File: src/rtl/synaptic_weight_accumulator_pkg.sv
// Shared definitions for the synaptic weight accumulator and its neighbours
// in the conductance LIF neuron unit.
//   - state_t        : accumulator control states (IDLE / ACCUM / HOLD)
//   - SYN_EX/SYN_IN  : synapse-type encodings carried on SynType
//   - *_DEF          : default fixed-point widths (Q32.32)
//   - DATA_MAX/MIN   : saturation limits at the default data width
package synaptic_weight_accumulator_pkg;

  typedef enum logic [1:0] {
    IDLE  = 2'd0,
    ACCUM = 2'd1,
    HOLD  = 2'd2
  } state_t;

  localparam logic SYN_EX = 1'b0;
  localparam logic SYN_IN = 1'b1;

  localparam int INTEGER_WIDTH_DEF   = 32;
  localparam int DATA_WIDTH_FRAC_DEF = 32;
  localparam int DATA_WIDTH_DEF      = INTEGER_WIDTH_DEF + DATA_WIDTH_FRAC_DEF;
  localparam int COUNT_WIDTH_DEF     = 12;

  localparam logic signed [DATA_WIDTH_DEF-1:0] DATA_MAX = {1'b0, {(DATA_WIDTH_DEF-1){1'b1}}};
  localparam logic signed [DATA_WIDTH_DEF-1:0] DATA_MIN = {1'b1, {(DATA_WIDTH_DEF-1){1'b0}}};

endpackage

File: src/rtl/synaptic_weight_accumulator_sat_add.sv
// sat_add: DATA_WIDTH-bit signed adder used on the excitatory and inhibitory
// accumulation paths.
// Configuration macro: WEIGHT_SAT_EN
//   defined   -> result clamps to the most positive/negative value on overflow
//   undefined -> plain two's-complement wrap-around
// Ports:
//   a, b : signed addends
//   sum  : signed result (combinational)
module sat_add
  import synaptic_weight_accumulator_pkg::*;
#(
  parameter int DATA_WIDTH = DATA_WIDTH_DEF
) (
  input  logic signed [DATA_WIDTH-1:0] a,
  input  logic signed [DATA_WIDTH-1:0] b,
  output logic signed [DATA_WIDTH-1:0] sum
);

`ifdef WEIGHT_SAT_EN
  localparam logic signed [DATA_WIDTH-1:0] SUM_MAX = {1'b0, {(DATA_WIDTH-1){1'b1}}};
  localparam logic signed [DATA_WIDTH-1:0] SUM_MIN = {1'b1, {(DATA_WIDTH-1){1'b0}}};

  // Signed overflow only happens when both addends share a sign and the
  // wrapped result does not; the addend sign then picks the rail.
  function automatic logic signed [DATA_WIDTH-1:0] add_sat(
    input logic signed [DATA_WIDTH-1:0] x,
    input logic signed [DATA_WIDTH-1:0] y
  );
    logic signed [DATA_WIDTH-1:0] raw;
    raw = x + y;
    if ((x[DATA_WIDTH-1] == y[DATA_WIDTH-1]) && (raw[DATA_WIDTH-1] != x[DATA_WIDTH-1]))
      return x[DATA_WIDTH-1] ? SUM_MIN : SUM_MAX;
    return raw;
  endfunction

  assign sum = add_sat(a, b);
`else
  assign sum = a + b;
`endif

endmodule

File: src/rtl/synaptic_weight_accumulator.sv
// synaptic_weight_accumulator: per neuron and time step, sums a stream of
// (weight, synapse type) beats into separate excitatory and inhibitory
// signed fixed-point totals and hands them to the neuron update controller.
// Configuration macro: WEIGHT_SAT_EN (saturating instead of wrapping sums).
// Ports:
//   Clock, Reset                 : clock, synchronous active-high reset
//   Start, NoInput               : begin a step; NoInput skips straight to HOLD
//   WeightValid/WeightReady      : beat handshake (ready only in ACCUM)
//   Weight, SynType, WeightLast  : beat payload, type (0 ex / 1 in), last flag
//   ExWeightSum, InWeightSum     : registered signed sums
//   SumValid, SumAck             : result handshake (valid while in HOLD)
//   SynCount, CountOverflow      : beats accepted this step, sticky wrap flag
//   Busy                         : block is not IDLE
module synaptic_weight_accumulator
  import synaptic_weight_accumulator_pkg::*;
#(
  parameter int INTEGER_WIDTH   = INTEGER_WIDTH_DEF,
  parameter int DATA_WIDTH_FRAC = DATA_WIDTH_FRAC_DEF,
  parameter int DATA_WIDTH      = INTEGER_WIDTH + DATA_WIDTH_FRAC,
  parameter int COUNT_WIDTH     = COUNT_WIDTH_DEF
) (
  input  logic                          Clock,
  input  logic                          Reset,
  input  logic                          Start,
  input  logic                          NoInput,
  input  logic                          WeightValid,
  output logic                          WeightReady,
  input  logic signed [DATA_WIDTH-1:0]  Weight,
  input  logic                          SynType,
  input  logic                          WeightLast,
  output logic signed [DATA_WIDTH-1:0]  ExWeightSum,
  output logic signed [DATA_WIDTH-1:0]  InWeightSum,
  output logic                          SumValid,
  input  logic                          SumAck,
  output logic [COUNT_WIDTH-1:0]        SynCount,
  output logic                          CountOverflow,
  output logic                          Busy
);

  state_t state, state_nxt;
  logic   clear;
  logic   accept;

  logic signed [DATA_WIDTH-1:0] ex_sum_p0, in_sum_p0;
  logic signed [DATA_WIDTH-1:0] ex_add, in_add;
  logic [COUNT_WIDTH-1:0]       count_p0;
  logic                         count_ovf_p0;

  assign accept = WeightValid && (state == ACCUM);

  always_comb begin
    state_nxt = state;
    clear     = 1'b0;
    case (state)
      IDLE: begin
        if (Start) begin
          clear     = 1'b1;
          state_nxt = NoInput ? HOLD : ACCUM;
        end
      end
      ACCUM: begin
        if (accept && WeightLast) state_nxt = HOLD;
      end
      HOLD: begin
        // Ack together with Start chains directly into the next step.
        if (SumAck) begin
          if (Start) begin
            clear     = 1'b1;
            state_nxt = NoInput ? HOLD : ACCUM;
          end else begin
            state_nxt = IDLE;
          end
        end
      end
      default: state_nxt = IDLE;
    endcase
  end

  always_ff @(posedge Clock) begin
    if (Reset) state <= IDLE;
    else       state <= state_nxt;
  end

  sat_add #(.DATA_WIDTH(DATA_WIDTH)) u_ex_add (
    .a   (ex_sum_p0),
    .b   (Weight),
    .sum (ex_add)
  );

  sat_add #(.DATA_WIDTH(DATA_WIDTH)) u_in_add (
    .a   (in_sum_p0),
    .b   (Weight),
    .sum (in_add)
  );

  // ---- accumulation register stage ----
  always_ff @(posedge Clock) begin
    if (Reset || clear) begin
      ex_sum_p0 <= '0;
      in_sum_p0 <= '0;
    end else if (accept) begin
      if (SynType == SYN_EX) ex_sum_p0 <= ex_add;
      else                   in_sum_p0 <= in_add;
    end
  end

  always_ff @(posedge Clock) begin
    if (Reset || clear) begin
      count_p0     <= '0;
      count_ovf_p0 <= 1'b0;
    end else if (accept) begin
      count_p0 <= count_p0 + COUNT_WIDTH'(1);
      if (&count_p0) count_ovf_p0 <= 1'b1;
    end
  end

  assign ExWeightSum   = ex_sum_p0;
  assign InWeightSum   = in_sum_p0;
  assign SynCount      = count_p0;
  assign CountOverflow = count_ovf_p0;
  assign SumValid      = (state == HOLD);
  assign WeightReady   = (state == ACCUM);
  assign Busy          = (state != IDLE);

endmodule

File: config.mk
export PLATFORM = sky130hd
export DESIGN_NAME = synaptic_weight_accumulator
export DESIGN_NICKNAME = d
export VERILOG_FILES = /design/src/rtl/synaptic_weight_accumulator_pkg.sv /design/src/rtl/synaptic_weight_accumulator_sat_add.sv /design/src/rtl/synaptic_weight_accumulator.sv
export SDC_FILE = /design/constraint.sdc
export NUM_CORES = 1
export LEC_CHECK = 0
export CAP_MARGIN = 20
export CORE_ASPECT_RATIO = 0.7
export CORE_MARGIN = 4
export CORE_UTILIZATION = 45
export CTS_CLUSTER_DIAMETER = 50
export DETAILED_ROUTE_END_ITERATION = 16
export PLACE_DENSITY = 0.71
export REMOVE_ABC_BUFFERS = 1
export SETUP_SLACK_MARGIN = 0.5
export SLEW_MARGIN = 20
export SYNTH_ARGS = -nofsm -noshare
export SYNTH_HDL_FRONTEND = slang
export SYNTH_SLANG_ARGS = --single-unit
File: constraint.sdc
create_clock -name Clock -period 6.3 [get_ports Clock]
set_clock_uncertainty 0.05 [all_clocks]
set_input_delay 1.89 -clock Clock [delete_from_list [all_inputs] [get_ports Clock]]
set_output_delay 1.89 -clock Clock [all_outputs]
set_load 0.02 [all_outputs]
== Yosys cells after proc, flatten, opt, wreduce, memory -nomap -nowiden ==
Index checks and enable logic that the tools add are counted.

* Bits in latches: 0
* Memories kept: 0
* Bits in read-only memories: 0
* Bits in writable memories: 0
* Output and inout port bits: 144
* Bits in registers: 143

* Reductions and logical operators: 9
* Mux-type cells: 9
* $lt $le $gt $ge: 0
* Bitwise gates (word level): 1
* Eq/ne operators: 5
* Multiply operators: 0
* Add/subtract/negate cells: 3
* Divide/modulo/power cells: 0
* Shift-type cells: 0

{| class="wikitable"
|+ Operators by type and width
! kind !! number
|-
| 64-bit adder || 2
|-
| 13-bit AND reduction || 1
|-
| 12-bit by 1-bit adder with 12-bit output, second input constant || 1
|-
| 2-bit 2-to-1 mux || 5
|-
| 2-bit case mux with 3 select lines || 1
|-
| 2-bit by 1-bit != test with 1-bit output, second input constant || 2
|-
| 2-bit AND reduction || 2
|-
| 3-bit AND reduction || 1
|-
| 2-bit by 1-bit == test with 1-bit output, second input constant || 1
|-
| 2-bit == test, second input constant || 1
|-
| 1-bit logical AND || 2
|-
| 2-bit zero test || 1
|-
| 1-bit 2-to-1 mux || 2
|-
| 2-bit != test, second input constant || 1
|-
| 1-bit case mux with 2 select lines || 1
|-
| 2-bit nonzero test || 1
|-
| 1-bit logical OR || 1
|-
| 1-bit inverter || 1
|}

== Depth between registers and ports, before layout ==
* Word-level depth: 5
* Depth in mapped cells: 13

== By module ==
From an unflattened synthesis, not the netlist that was laid out.

* Cells, all modules: 1795
* Area, all modules: 12864.8 µm²

{| class="wikitable"
|+ Modules (own cells, without submodules)
! module !! area each (µm²) !! instances !! cells each
|-
| synaptic_weight_accumulator || 5222.5 || 1 || 651
|-
| sat_add (u_ex_add) || 3902.5 || 1 || 579
|-
| sat_add (u_in_add) || 3739.8 || 1 || 565
|}

== Worst setup path before layout ==
OpenSTA, ideal clock, no wires.

* Path type: in2reg
* Start: in Weight[0]
* End: reg ex_sum_p0[58], in the netlist ExWeightSum[58]
* Arrival: 4734 ps
* Required time: 6118 ps
* Stages on the path: 13
* Setup slack: 1384 ps
* Cell sequence: ha_1 > fa_1 > a211oi_1 > nor2_1 > a2111o_1 > and4_1 > o2111ai_2 > a31o_2 > a31o_2 > o221ai_2 > a221oi_2 > xor2_1 > a21oi_1

* Word-level cells in the longest chain between the ends: 1

{| class="wikitable"
|+ RTL lines
! element !! RTL line !! source
|-
| start, declared || synaptic_weight_accumulator.sv:28 || <nowiki>input logic signed [DATA_WIDTH-1:0] Weight,</nowiki>
|-
| 64-bit adder || synaptic_weight_accumulator_sat_add.sv:38 || <nowiki>assign sum = a + b;</nowiki>
|-
| end signal, assigned || synaptic_weight_accumulator.sv:99 || <nowiki>ex_sum_p0 <= '0;</nowiki>
|-
| end signal, assigned || synaptic_weight_accumulator.sv:102 || <nowiki>if (SynType == SYN_EX) ex_sum_p0 <= ex_add;</nowiki>
|-
| end, declared || synaptic_weight_accumulator.sv:44 || <nowiki>logic signed [DATA_WIDTH-1:0] ex_sum_p0, in_sum_p0;</nowiki>
|}

Every way passes these cells.
A chain may end at the register's enable or synchronous reset.

== Final worst setup path ==
* Start: in Weight[0]
* End: reg in_sum_p0[62], in the netlist InWeightSum[62]

* Word-level cells in the longest chain between the ends: 1

{| class="wikitable"
|+ RTL lines
! element !! RTL line !! source
|-
| 64-bit adder || synaptic_weight_accumulator_sat_add.sv:38 ||
|-
| end signal, assigned || synaptic_weight_accumulator.sv:103 || <nowiki>else in_sum_p0 <= in_add;</nowiki>
|-
| end, declared || synaptic_weight_accumulator.sv:44 ||
|}

Every way passes these cells.

==> results.cfg <==
[layout]
final_core_util_pct = 57.0
multi_input_comb_area_sq_mm = 0.00908
layout.cells.non_filler = 2234
drive_gt1_share_pct = 3.32
fin_nets = 2058
seqCellArea_sq_mm = 0.00286
fillers = 2567
syn2layout_area_growth_pct = 24.1
fin_area_sq_mm = 0.0153

[critical_path]
slowest_delay_ns = 0.59
cp.arrival_ns = 5.82
crit_chain = clkdlybuf4s50_1 > ha_1 > fa_1 > a211oi_1 > o21ai_1 > a21oi_1 > o31ai_1 > a211oi_2 > o31ai_1 > a21oi_1 > o21ai_0 > nand4b_1 > o221ai_1
cp_max_fo = 3
critPathLaunchType = input port
cp-end-kind = flip-flop
r2r_setup_slack_ns = 2.37
crit_path_top_delay_cell = o31ai_1
crit_family = compound AO/OA/AOI/OAI gates
worstSetupPathType = input port to flip-flop
crit_required_ns = 6.61
worst-path-buf-inv = 1

[drt]
final_antenna_net_count = 0
remaining_drc_errors = 0
firstDrtPassIters = 6
viasPerCell = 6.02
wire_per_inst_um = 20.6
totalWireLength_um = 46000
num_vias = 13500
drt-initial-drc-count = 1165

[floorplan]
num_rows = 50
die_y_um = 147
initial_core_util_pct = 46.0
io_pins = 216
die_x_um = 206
dieArea_sq_mm = 0.0302
core_area_sq_mm = 0.0269

[timing]
rsz0062_at_grt = false
fin_crit_ns = 5.50
fmax_mhz = 182
finalMaxSlewViolations = 0
maxSlewHeadroom_pct = 39.8
setup_violations = 0
fin_crit_sh_pct = 87.4
worstMarginPinSlew_ns = 0.899
fin_tns_setup_ns = 0
hold_ws_ns = 0.425
hold_violations = 0
layout_setup_ws_ns = 0.796

[cts]
cts_hold_buf = 0
clock_latency_ns = 0.45
cts_tree = done
clk_pin_slew_ns = 0.06
root_buffer = clkbuf_16
cts_buffers = 17
clock-sinks = 143
htreeDepth = 4
clockBufferDepth = 2

[yosys]
syn_inst = 1710
yosysMostFrequentCell = nand2_1
synth_cell_types = 71
avgSynthCellArea_sq_um = 7.23
synth_area_leaders = dfxtp_1, ha_1, a21oi_1
synth_top_family_by_area = compound AO/OA/AOI/OAI gates
synth_edf_count = 0
synth_compound_area_share_pct = 30.3
ys_seq_area_share_pct = 23.1
yosysWarnings = 0
async_flop_share_pct = 0
yosys.area_share.simple_pct = 21.4
yosysTopAreaCell = dfxtp_1
ys.flop_type = dfxtp_1
synthXorXnorAreaFrac_pct = 8.07
synth_area_sq_mm = 0.0124
synth_top_area_share_pct = 23.1
synthTopCellsByCount = nand2_1, a21oi_1, dfxtp_1
synthMuxAreaShare_pct = 0.243
ys_seq_elements = 143
synthAdderAreaFrac_pct = 13.2

[place]
dp_hpwl_um = 36000
gp_congestion = 0.950
placed_cells = 2202
pre_cts_slack_ns = 0.290
placed_cell_area_sq_mm = 0.0147
port_buffers = 215

[power]
leakagePower_nw = 6.25
p_per_area_mw_per_mm2 = 160
ir_drop_mv = 0.182
design_power_total_mw = 2.46

[global_routing]
grt_pass1_vias = 12200
grt_use_total_pct = 29.7
antenna_found_initial = 1
grt_pass1_wl_um = 71000
grt_overflow = 0
grt_max_degree = 60

[run]
drv_cap = 0

[status]
status = finished, final reports clean

[hold_path]
hold_path.class = flip-flop to flip-flop
sequential cells by signal, summed over array words and instances, names as in the netlist:
signal / flops
InWeightSum: 64
ExWeightSum: 64
SynCount: 12
CountOverflow: 1
state: 2
cell families after synthesis:
group,after synthesis
AOI/OAI and AO/OA,609
buffers and inverters,121
xor gates and xnor gates,114
and+or+nand+nor,591
DFF,143
adders and majority gates,129
muxes,3
layout make-up:
class,instances,area share [%]
multi-input combinational,1446,59.2
sequential,143,18.7
timing repair buffer,225,14.5
clock buffer,20,3.04
tap,364,2.97
clock inverter,11,1.05
inverter,24,0.587
antenna,1,0.0163
metal layers:
metal | vias up | global-route usage [%] | part of all wire [%]
met3 | 70 | 7.55 | 9.7
met1 | 6302 | 46.8 | 49
met5 | - | 0 | 0
met4 | 0 | 7.28 | 2.1
met2 | 598 | 39.7 | 39
li1 | 6481 | - | -
cell usage in the layout (no fill, tap or decap), types with 16 or more instances in the layout:
| cell | netlist | routed |
|---|---|---|
| nand3_1 | 33 | 33 |
| clkbuf_16 | 0 | 17 |
| a211oi_1 | 17 | 16 |
| nand2_1 | 308 | 307 |
| o21ai_1 | 25 | 25 |
| nand4_1 | 42 | 42 |
| nor2_1 | 104 | 104 |
| a31oi_1 | 18 | 17 |
| o21a_1 | 19 | 19 |
| o21ai_0 | 97 | 97 |
| xnor2_1 | 64 | 64 |
| a21oi_1 | 256 | 256 |
| dfxtp_1 | 143 | 143 |
| ha_1 | 127 | 127 |
| inv_1 | 24 | 24 |
| a21o_1 | 69 | 68 |
| xor2_1 | 50 | 50 |
| clkdlybuf4s50_1 | 0 | 215 |
| nor3_1 | 19 | 19 |
| o21bai_1 | 30 | 30 |
where the power goes:
part / switching [mW] / internal (mW) / leakage [nW]
Combinational: 0.262 / 0.157 / 4.78
Sequential: 0.00808 / 0.912 / 1.15
Clock: 0.430 / 0.690 / 0.312
Total: 0.701 / 1.76 / 6.25
final timing paths:
check / start / endpoint / cells after the start
max: Weight[0] / InWeightSum[62] / 13
min: InWeightSum[15] / InWeightSum[15] / 2
max reg2reg: InWeightSum[0] / InWeightSum[62] / 12
min reg2reg: InWeightSum[15] / InWeightSum[15] / 2
worst register-to-register path, stage by stage, from the launching register on:
cell and delay, ns:
dfxtp_1 0.36, ha_1 0.23, fa_1 0.26, a211oi_1 0.13
o21ai_1 0.41, a21oi_1 0.19, o31ai_1 0.56, a211oi_2 0.20
o31ai_1 0.59, a21oi_1 0.24, o21ai_0 0.36, nand4b_1 0.16
o221ai_1 0.12
what timing repair did:
item	CTS	global route
setup endpoints to repair	0	1
buffers inserted	0	0
gates resized for setup	0	2
No activity file was read; power rests on OpenSTA's default activity.
